<file path="config.mk">
export PLATFORM = sky130hd
export DESIGN_NAME = input_debouncer_flat
export DESIGN_NICKNAME = d
export VERILOG_FILES = /design/src/rtl/input_debouncer_if.sv /design/src/rtl/input_debouncer.sv /design/src/flat_wrapper.sv
export SDC_FILE = /design/constraint.sdc
export NUM_CORES = 1
export LEC_CHECK = 0
export CORE_ASPECT_RATIO = 1.5
export CORE_MARGIN = 2
export CORE_UTILIZATION = 40
export CTS_CLUSTER_SIZE = 14
export DETAILED_ROUTE_END_ITERATION = 6
export MAX_ROUTING_LAYER = met4
export PLACE_DENSITY = 0.55
export SLEW_MARGIN = 10
export SYNTH_ARGS = -nofsm -noshare
export SYNTH_HDL_FRONTEND = slang
export SYNTH_SLANG_ARGS = --single-unit
</file>
<file path="constraint.sdc">
create_clock -name clk -period 1.8 [get_ports clk]
set_input_delay 0.36 -clock clk [delete_from_list [all_inputs] [get_ports clk]]
set_output_delay 0.36 -clock clk [all_outputs]
set_load 0.02 [all_outputs]
</file>
<file path="src/rtl/input_debouncer_if.sv">
// Pad-side bundle for input_debouncer: raw pad bits in, conditioned levels,
// edge pulses and the lane-0 rising-edge counter out.
interface input_debouncer_if #(
  parameter int unsigned LANES = 8
);
  logic [LANES-1:0] din;
  logic [LANES-1:0] dout;
  logic [LANES-1:0] rise;
  logic [LANES-1:0] fall;
  logic [7:0]       count;

  modport master (
    output din,
    input  dout,
    input  rise,
    input  fall,
    input  count
  );

  modport slave (
    input  din,
    output dout,
    output rise,
    output fall,
    output count
  );
endinterface

</file>
<file path="src/rtl/input_debouncer.sv">
// Per-lane two-flop synchroniser plus stability-counter debouncer with
// registered rise/fall pulses and a wrapping count of lane-0 rising edges.
module input_debouncer #(
  parameter int unsigned LANES  = 8,
  parameter int unsigned STABLE = 4
) (
  input logic               clk,
  input logic               rst,
  input_debouncer_if.slave  bus
);

  typedef enum logic {StStable0, StStable1} state_e;

  localparam logic [7:0] CntLast = 8'(STABLE - 1);

  logic [LANES-1:0] s0_q, s1_q;
  logic [LANES-1:0] rise_q, rise_d;
  logic [LANES-1:0] fall_q, fall_d;
  state_e           state_q [LANES];
  state_e           state_d [LANES];
  logic [7:0]       cnt_q   [LANES];
  logic [7:0]       cnt_d   [LANES];
  logic [7:0]       count_q, count_d;

  // Each lane's debounced level is its FSM state; a candidate change is
  // abandoned (counter cleared) as soon as the sample matches the state again.
  always_comb begin
    state_d = state_q;
    cnt_d   = cnt_q;
    rise_d  = '0;
    fall_d  = '0;
    for (int i = 0; i < LANES; i++) begin
      unique case (state_q[i])
        StStable0: begin
          if (!s1_q[i]) begin
            cnt_d[i] = '0;
          end else if (cnt_q[i] == CntLast) begin
            state_d[i] = StStable1;
            cnt_d[i]   = '0;
            rise_d[i]  = 1'b1;
          end else begin
            cnt_d[i] = cnt_q[i] + 8'd1;
          end
        end
        StStable1: begin
          if (s1_q[i]) begin
            cnt_d[i] = '0;
          end else if (cnt_q[i] == CntLast) begin
            state_d[i] = StStable0;
            cnt_d[i]   = '0;
            fall_d[i]  = 1'b1;
          end else begin
            cnt_d[i] = cnt_q[i] + 8'd1;
          end
        end
      endcase
    end
  end

  always_comb begin
    count_d = count_q;
    if (rise_d[0]) begin
      count_d = count_q + 8'd1;
    end
  end

  always_ff @(posedge clk) begin
    if (rst) begin
      s0_q    <= '0;
      s1_q    <= '0;
      rise_q  <= '0;
      fall_q  <= '0;
      count_q <= '0;
      for (int i = 0; i < LANES; i++) begin
        state_q[i] <= StStable0;
        cnt_q[i]   <= '0;
      end
    end else begin
      s0_q    <= bus.din;
      s1_q    <= s0_q;
      rise_q  <= rise_d;
      fall_q  <= fall_d;
      count_q <= count_d;
      for (int i = 0; i < LANES; i++) begin
        state_q[i] <= state_d[i];
        cnt_q[i]   <= cnt_d[i];
      end
    end
  end

  always_comb begin
    bus.dout = '0;
    for (int i = 0; i < LANES; i++) begin
      bus.dout[i] = (state_q[i] == StStable1);
    end
  end

  assign bus.rise  = rise_q;
  assign bus.fall  = fall_q;
  assign bus.count = count_q;

endmodule
</file>
<file path="src/flat_wrapper.sv">
// flat-port wrapper written by rule: the top's interface ports become plain ports
module input_debouncer_flat 
#(
  parameter int unsigned LANES  = 8,
  parameter int unsigned STABLE = 4
)
  (clk, rst, bus_din, bus_dout, bus_rise, bus_fall, bus_count);
  input_debouncer_if #(.LANES(LANES)) bus_i ();
  input logic clk;
  input logic rst;
  input wire logic [$bits(bus_i.din)-1:0] bus_din;
  output wire logic [$bits(bus_i.dout)-1:0] bus_dout;
  output wire logic [$bits(bus_i.rise)-1:0] bus_rise;
  output wire logic [$bits(bus_i.fall)-1:0] bus_fall;
  output wire logic [$bits(bus_i.count)-1:0] bus_count;
  assign bus_i.din = bus_din;
  assign bus_dout = bus_i.dout;
  assign bus_rise = bus_i.rise;
  assign bus_fall = bus_i.fall;
  assign bus_count = bus_i.count;
  input_debouncer #(.LANES(LANES), .STABLE(STABLE)) u_core (.clk(clk), .rst(rst), .bus(bus_i));
endmodule
</file>
* Word level (Yosys, flattened, before mapping)
Cells that the tools add are included.
Operators by class: add/subtract/negate cells 9, eq/ne operators 8, muxes and demuxes 73, bitwise gates (word level) 8, reductions and logical operators 15
Operators by type and width (count):
- $mux W8 | 24
- $pmux W8 S2 | 8
- $add A8 B1 Y8 const B | 9
- $eq A8 B2 Y1 const B | 8
- $mux W1 | 33
- $reduce_or A3 Y1 | 8
- $pmux W1 S2 | 8
- $reduce_or A2 Y1 | 7
- $not A1 Y1 | 8
Word-level totals: register bits after elaboration 112, input bits 10, output and inout bits 32, logic and storage cells 148

* Longest topological paths before layout
depth after elaboration 4, gate-level depth with buffers 5, depth with buffers taken out 5

* Least setup slack after synthesis
OpenSTA, ideal clock, no wires.
kind reg2reg, from register u_core.cnt_q[56] in the netlist's numbering, to register u_core.count_q[7], in the netlist u_core.bus.count[7], setup time 0.071 ns, data arrival time 1.591 ns, required time 1.729 ns, setup slack 0.138 ns, stages on the path, launching flop included 6, buffers on the path 0, clock period less this slack 1.662 ns, path through dfxtp_1 > ha_1 > nor4b_4 > nand2_4 > or4_1 > a21oi_1
On the way: cells in the longest elaborated chain, start to end 4
RTL lines:
- from (decl) | RTL line input_debouncer.sv:21 | logic [7:0] cnt_q [LANES];
- from (signal, indexed assignment) | RTL line input_debouncer.sv:86 | cnt_q[i] <= cnt_d[i];
- $eq A8 B2 Y1 | RTL line input_debouncer.sv:37 | end else if (cnt_q[i] == CntLast) begin
- $mux W1 | RTL line input_debouncer.sv:37
- $mux W1 | RTL line input_debouncer.sv:35 | if (!s1_q[i]) begin
- $mux W1 | RTL line input_debouncer.sv:33 | unique case (state_q[i])
- to (signal assigned) | RTL line input_debouncer.sv:83 | count_q <= count_d;
- to (decl) | RTL line input_debouncer.sv:23 | logic [7:0] count_q, count_d;
No other way between the ends. A chain may end at the register's enable or synchronous reset.

==> results.json <==
{
  "status": "finished clean",
  "syn_inst": 431,
  "firstDrtPassIters": 4,
  "htreeDepth": 3,
  "yosys.area_share.simple": 0.271,
  "relSlewSlack": 0.757,
  "antenna_cells": 0,
  "area_growth_pct": 22.0,
  "cts_buffers": 9,
  "muxShareOfSynthArea": 0.0141,
  "maxCapViolCount": 0,
  "viasPerCell": 4.75,
  "clk_latency_ns": 0.34,
  "p_leak_nw": 2.01,
  "dp_hpwl_mm": 5.24,
  "fin_hold_ws_ns": 0.360,
  "die-area_um2": 11500,
  "core_um2": 10500,
  "hp-class": "input port to flip-flop",
  "syn_avg_cell_area_um2": 9.89,
  "final_nets": 512,
  "cts_tree": "built",
  "fp.dieH_um": 130,
  "grt_overflow": 0,
  "layout_setup_ws_ns": 0.0579,
  "synth.net_count": 458,
  "final-max-slew-violation-count": 0,
  "cts_hold_buf": 0,
  "ys_types": 30,
  "finalHoldViolCount": 0,
  "ir_drop_v": 0.000458,
  "seq_area_frac_synth": 0.526,
  "fmax_mhz": 574,
  "synth_fa_ha_area_frac": 0.0499,
  "cts_sinks": 112,
  "pre_cts_ws_ns": 0.127,
  "setup_viol": 0,
  "path_delay_family": "buffers and inverters",
  "drive_gt1_frac": 0.0633,
  "grt_pass1_vias": 2805,
  "rows": 46,
  "synthesis.area_um2": 4260,
  "clkPwrFrac": 0.432,
  "antenna_found_initial": 0,
  "path_clk_slew_ns": 0.07,
  "required_ns": 1.44,
  "drc": 0,
  "wl_per_cell_um": 11.4,
  "synth-seq-cells": 112,
  "vias": 3009,
  "worstPathArrival_ns": 1.38,
  "antenna_left": 0,
  "grt_max_degree": 24,
  "cts_buffer_depth": 2,
  "p_sw_mw": 0.919,
  "fill_cells": 1022,
  "fp.dieW_um": 88.3,
  "synth_top_family_by_area": "simple AND/OR/NAND/NOR gates",
  "ys_warn_count": 0,
  "synth_xor_area_frac": 0.115,
  "path_cells": "clkdlybuf4s50_1",
  "io_pins": 42,
  "period_needed_ns": 1.74,
  "sequentialPowerShare": 0.549,
  "critPathKind": "flip-flop to output port",
  "fin_tns_setup_ns": 0,
  "grt_pass1_wl_mm": 12.5,
  "port_buffers": 41,
  "cell_internal_pwr_mw": 3.66,
  "finalCritPeriodShare": 0.968,
  "worst-path-buf-inv": 1,
  "cp_slowest_cell": "clkdlybuf4s50_1",
  "cp_max_fo": 5,
  "wl_mm": 7.23,
  "combPwrFrac": 0.018,
  "cellPowerDensity_nw_per_um2": 880,
  "finClkSkew_ns": 0.00497,
  "switching_share": 0.201,
  "gp_congestion": 0.817,
  "grt_usage": 0.141,
  "crit_path_start_kind": "flip-flop",
  "start_util": 0.407,
  "worst_pin_slew_ns": 0.359,
  "dr.first_iter.drc_count": 67,
  "slowest_delay_ns": 0.64,
  "synth_compound_gate_area_share": 0.0176,
  "rsz0062_at_grt": "no",
  "root_buffer": "clkbuf_16",
  "critPathCaptureType": "output port"
}
[metrics by stage]
step | instances | cell area [µm²] | total power, mW | util
floorplan | 431 | 4260 | 2.61 | -
global placement | 618 | 4900 | 2.66 | 0.468
detailed placement | 618 | 4900 | 2.66 | 0.468
CTS | 634 | 5190 | 4.66 | 0.496
global route | 634 | 5200 | 4.75 | 0.496
finish | 634 | 5200 | 4.58 | 0.496
[logic make-up after synthesis]
kind of cell	after synthesis
and+or+nand+nor	219
DFF	112
xor gates and xnor gates	56
adders and majority gates	17
AOI/OAI and AO/OA	14
buffers and inverters	7
muxes	6
[path summary, 6_finish.rpt]
check	start	to	depth (start not counted)	slack [ns]
max reg2reg	u_core.cnt_q[56]$_SDFF_PP0_	u_core.bus.count[6]$_SDFFE_PP0P_	5	0.11
max	flip-flop	bus_dout[6]	1	0.06
min reg2reg	u_core.s0_q[3]$_SDFF_PP0_	u_core.s1_q[3]$_SDFF_PP0_	1	0.44
min	rst	flip-flop	2	0.36
[flip-flops by register name (all words and copies together) (netlist names), named ones only]
name / count
u_core.cnt_q: 64
u_core.bus.count: 8
u_core.bus.fall: 8
u_core.bus.rise: 8
u_core.s0_q: 8
u_core.s1_q: 8
[synth_stat cells (all sizes together)]
| library cell | number | area [µm²] |
|---|---|---|
| a21oi | 10 | 50.1 |
| and2 | 11 | 68.8 |
| and3 | 22 | 141 |
| and4b | 1 | 10.0 |
| buf | 1 | 3.75 |
| clkbuf | 5 | 18.8 |
| dfxtp | 112 | 2240 |
| ha | 17 | 213 |
| inv | 1 | 3.75 |
| mux2i | 6 | 60.1 |
| nand2 | 20 | 82.6 |
| nand2b | 6 | 37.5 |
| nand3 | 25 | 125 |
| nand4 | 11 | 68.8 |
| nor2 | 76 | 285 |
| nor2b | 17 | 106 |
| nor3 | 9 | 50.1 |
| nor4 | 5 | 31.3 |
| nor4b | 12 | 120 |
| o21ai | 2 | 10.0 |
| o31ai | 2 | 15.0 |
| or3 | 2 | 13.8 |
| or4 | 2 | 15.0 |
| xnor2 | 25 | 219 |
| xor2 | 31 | 272 |
[final cells by class]
| cell class | count | area, µm² | area share |
|---|---|---|---|
| sequential | 112 | 2240 | 0.431 |
| multi-input combinational | 312 | 1990 | 0.384 |
| timing repair buffer | 49 | 480 | 0.0924 |
| clock buffer | 11 | 243 | 0.0467 |
| tap | 144 | 180 | 0.0346 |
| clock inverter | 5 | 56.3 | 0.0108 |
| inverter | 1 | 3.75 | 0.000722 |
[worst register-to-register path: cells and delay by family, from the launching register on]
kind	cells	cell delay [ns]
and+or+nand+nor	3	0.87
DFF	1	0.38
AOI/OAI and AO/OA	1	0.16
adders and majority gates	1	0.20
[power groups by stage]
| stage | Clock [mW] | Sequential (mW) | Combinational (mW) |
|---|---|---|---|
| after floorplan | 0 | 2.57 | 0.0482 |
| final | 1.98 | 2.51 | 0.0842 |
| after CTS | 2.06 | 2.51 | 0.0865 |
| after detailed placement | 0 | 2.57 | 0.0863 |
| after global placement | 0 | 2.57 | 0.0861 |
| after global routing | 2.14 | 2.51 | 0.0952 |
[per-layer routing]
metal	global-route usage	part of all wire
met4	0.0642	0.018
met1	0.167	0.46
met2	0.223	0.49
met3	0.0364	0.038
met5	-	0
[cells in the final DEF, fill, tap and decap left out, drive strengths merged, types with 3 or more instances in the layout]
cell type and n:
nor3 9, clkbuf 11, nor2b 17, xor2 31
nand3 25, xnor2 25, nor4b 12, nor2 76
and3 22, clkdlybuf4s50 36, buf 9, and2 11
clkinv 3, nand2 20, a21oi 10, dfxtp 112
nor4 5, nand4 11, ha 17, mux2i 6
nand2b 6
[timing repair]
item / 4_1_cts / 5_1_grt
gates resized for setup: 2 / 2
cloned: 0 / 0
endpoints found under the setup margin: 2 / 2
setup buffers: 0 / 0
endpoints found under the hold margin: 0 / 0
Note: power is estimated with default switching activity, not from simulation.
